**src/rtl/vsp_outport_fifo.sv**
```systemverilog
// vsp_outport_fifo
// Output-port buffer downstream of the vsprocessor core. Each byte the core
// writes (outdata qualified by out_we) is captured into a small FIFO and
// offered to a downstream consumer over a valid/ready handshake with
// first-word fall-through. A write that arrives while the FIFO is full, and
// is not paired with a pop, is dropped and sets the sticky overflow flag.
//
// Ports:
//   clk      - system clock, rising edge
//   rst      - asynchronous active-high reset (control state only)
//   out_we   - core output-write strobe, one cycle per byte
//   outdata  - byte from the core output register
//   rd_valid - FIFO head is valid
//   rd_data  - FIFO head byte, 0 when rd_valid=0
//   rd_ready - consumer accepts the head this cycle
//   full     - occupancy equals DEPTH
//   count    - occupancy, 0..DEPTH
//   overflow - sticky: a write was dropped while full
module vsp_outport_fifo #(
  parameter int DATA_W = 8,
  parameter int DEPTH  = 4,
  parameter int ADDR_W = 2
) (
  input  logic              clk,
  input  logic              rst,
  input  logic              out_we,
  input  logic [DATA_W-1:0] outdata,
  output logic              rd_valid,
  output logic [DATA_W-1:0] rd_data,
  input  logic              rd_ready,
  output logic              full,
  output logic [ADDR_W:0]   count,
  output logic              overflow
);

  localparam logic [ADDR_W:0] DEPTH_C = (ADDR_W+1)'(DEPTH);

  logic [DATA_W-1:0] mem [DEPTH];
  logic [ADDR_W-1:0] wr_ptr;
  logic [ADDR_W-1:0] rd_ptr;
  logic              push;
  logic              pop;

  // Status and head are derived from registered state only, so rd_ready has
  // no combinational path to rd_valid or rd_data.
  assign rd_valid = (count != '0);
  assign full     = (count == DEPTH_C);
  assign rd_data  = rd_valid ? mem[rd_ptr] : '0;

  // A pop while full frees the slot, so a simultaneous write is accepted.
  assign pop  = rd_valid & rd_ready;
  assign push = out_we & (~full | pop);

  // Storage: not reset; the head is masked to zero while empty.
  always_ff @(posedge clk) begin
    if (push) begin
      mem[wr_ptr] <= outdata;
    end
  end

  // Control state: pointers wrap naturally modulo DEPTH (power of two).
  always_ff @(posedge clk or posedge rst) begin
    if (rst) begin
      wr_ptr   <= '0;
      rd_ptr   <= '0;
      count    <= '0;
      overflow <= 1'b0;
    end else begin
      if (push) begin
        wr_ptr <= wr_ptr + ADDR_W'(1);
      end
      if (pop) begin
        rd_ptr <= rd_ptr + ADDR_W'(1);
      end
      if (push && !pop) begin
        count <= count + (ADDR_W+1)'(1);
      end else if (pop && !push) begin
        count <= count - (ADDR_W+1)'(1);
      end
      if (out_we && !push) begin
        overflow <= 1'b1;
      end
    end
  end

endmodule

```
**config.mk**
```make
export PLATFORM = sky130hd
export DESIGN_NAME = vsp_outport_fifo
export DESIGN_NICKNAME = d
export VERILOG_FILES = /design/src/rtl/vsp_outport_fifo.sv
export SDC_FILE = /design/constraint.sdc
export NUM_CORES = 1
export LEC_CHECK = 0
export ABC_AREA = 1
export BUFFER_PORTS_ARGS = -buffer_cell sky130_fd_sc_hd__buf_2
export CORE_ASPECT_RATIO = 0.7
export CORE_MARGIN = 8
export CORE_UTILIZATION = 55
export DETAILED_ROUTE_END_ITERATION = 8
export PLACE_DENSITY = 0.86
export REMOVE_ABC_BUFFERS = 1
export SYNTH_ARGS = -nofsm -noshare
export SYNTH_HDL_FRONTEND = slang
export SYNTH_SLANG_ARGS = --single-unit
export TNS_END_PERCENT = 5
```
**constraint.sdc**
```tcl
create_clock -name clk -period 2.3 [get_ports clk]
set_clock_uncertainty 0.2 [all_clocks]
set_input_delay 0.345 -clock clk [delete_from_list [all_inputs] [get_ports clk]]
set_output_delay 0.345 -clock clk [all_outputs]
set_load 0.02 [all_outputs]
```
==> flow_summary.toml <==
[run_status]
status = "complete, no violations"

[pwr]
power.density_mw_per_mm2 = 1289
peakVddDrop_mv = 0.7451
p_leak_nw = 1.036

[synth]
synth.distinct_cells = 21
syn_area_sq_mm = 0.001873
seq_area_frac_synth = 0.6199
postSynthCellCount = 188
synth_top_area_share = 0.5130
synthArstFlopShare = 0.2000
avgSynthCellArea_sq_um = 9.963
synth-simple-area-share = 0.1757
synthTopCellsByArea = "edfxtp_1 51%, dfrtp_1 11%, inv_1 9.6%, nand2_1 9.4%, nand3_1 5.3%"
synth_compound_area_frac = 0.03006
muxShareOfSynthArea = 0
synth-seq-cells = 40
synth_top_family_by_area = "simple AND/OR/NAND/NOR gates"
ys.flop_type = "edfxtp_1"
yosysWarnings = 0
synth-edff-count = 32
synth_top_area_cell = "edfxtp_1"
yosys.area_share.xor_xnor = 0.009352
synthAdderAreaFrac = 0.04409

[final_layout]
layout_common_cells = "48 x inv_1, 47 x nand2_1, 32 x edfxtp_1"
area_delta_synth_final_pct = 14.36
final_util = 0.6669
antennaDiodeCount = 0
drive_gt1_frac = 0.1818
ff_latch_area_sq_mm = 0.001161
layout.nets = 237
layout_commonest_cell = "inv_1"
n_fill_cell = 249
multi_input_area_sq_um = 485.5

[hold_path]
hold_start = "outdata[6]"
worstHoldEndpoint = "mem[0][6]"
hold_path_class = "in -> reg"
worstHoldPathCells = 1

[place]
dp_hpwl_microns = 2473
pre_cts_ws_ns = 0.1983
gp_congestion = 0.8573
portBuffers = 25

[timing]
rsz0062_at_grt = "false"
fmax_mhz = 463.7
max-slew-margin-rel = 0.4431
min_period_ns = 2.157
setup_ws_ns = 0.1433
hold_violations = 0
setup_tns_ns = 0
holdWs_ns = 0.06613
period_share = 0.9377
worst_pin_slew_ns = 0.8323
slew_viol_final = 0
setup_viol = 0

[drt]
drcViolationCount = 0
ant_nets = 0
drt_pre_antenna_iters = 4
drtIter0Drc = 61
avgViaCountPerCell = 4.592
wl_microns = 3524
post_drt_wl_per_cell_microns = 13.20
vias = 1226

[critical_path]
cp_data_required_time_ns = 1.75
r2r_end = "count[1]"
cp_max_fo = 10
ff2ff_setup_slack_ns = 0.19
crit_path_end_kind = "output port"
path_class = "reg -> out"
critical_path.startpoint_type = "flop"
cp.arrival_ns = 1.61
timing.rr.start = "count[0]"
rr_worst_depth = 9

[global_routing]
grt_util_all_layers = 0.1393
grt_overflow = 0
antenna_found_initial = 0
grt_max_degree = 18
grt_pass1_wl_microns = 5796
first_global_vias = 1218

[clock_tree]
clk_pin_slew_worst_paths_ns = 0.08
ctsRootBufferMaster = "clkbuf_8"
clock_latency_ns = 0.29
cts_num_sinks = 40
clk_path_buf_depth = 2
cts_hold_buf = 1
cts_resized = 0
cts_tree = "built"
ctsHtreeMaxLevel = 2
numCtsBuffers = 5
postCtsSetupBuffers = 0

[die]
dieArea_sq_mm = 0.005559
start_util = 0.5832
io_pins = 26
rows = 17
die_w_microns = 85.75
die_h_microns = 64.83
core_sq_mm = 0.003212

[job]
maxCapViolCount = 0
[metrics by stage]
stage               area, sq um  power, W  cells
finish                     2142  0.002761    267
global route               2142  0.002959    267
CTS                        2142  0.002790    267
detailed placement         2034  0.002307    258
global placement           2034  0.002267    258
floorplan                  1836  0.001895    184
[synthesized netlist by cell type, types with 2 or more instances]
cell and number:
edfxtp_1 32, inv_1 48, ha_1 5, nor2_1 5, nand2_1 47, buf_6 2, dfrtp_1 8, a21oi_1 7
xnor2_1 2, nand3_1 20, nand2_2 2
[metal layers]
metal,wire length (microns),vias to the layer above,GRT usage
met5,0,-,0
met4,54,0,0.07826
met3,195,5,0.03774
met2,1688,36,0.2208
met1,1585,542,0.1699
li1,-,643,-
[worst max-delay path by stage]
stage | startpoint | to | slack (ns)
after floorplan | count[0] | count[2] | 0.14
after global placement | count[0] | count[1] | 0.25
after detailed placement | count[0] | count[1] | 0.20
after CTS | rd_ptr[0] | rd_data[4] | 0.13
after global routing | count[0] | count[2] | 0.05
final | rd_ptr[0] | rd_data[4] | 0.14
[state kept, by name, indices dropped and copies added, names as in the netlist]
signal / cells
count: 3
overflow: 1
wr_ptr: 2
mem: 32
rd_ptr: 2
[report_power, final]
part           internal [W]  switching [W]  total (W)
Combinational      0.000399       0.000797    0.00120
Clock              0.000242       0.000239   0.000481
Sequential         0.000962       0.000122    0.00108
Total               0.00160        0.00116    0.00276
[layout make-up]
type	count	share of cell area
inverter	49	0.08820
sequential	40	0.5421
timing repair buffer	28	0.07009
multi-input combinational	95	0.2266
clock inverter	2	0.007009
tap	47	0.02745
clock buffer	6	0.03855
[cell families after synthesis]
logic type,count (synthesis)
AOI/OAI and AO/OA,10
adders and majority gates,6
DFF,40
xor gates and xnor gates,2
buffers and inverters,53
and+or+nand+nor,77
[critical path, cell delays in order, from the launching register on]
cell     delay [ns]
dfrtp_1        0.55
buf_4          0.26
nand2_1        0.08
nand3_1        0.09
a21oi_1        0.15
buf_2          0.18
Power figures use the tool's default switching activity.
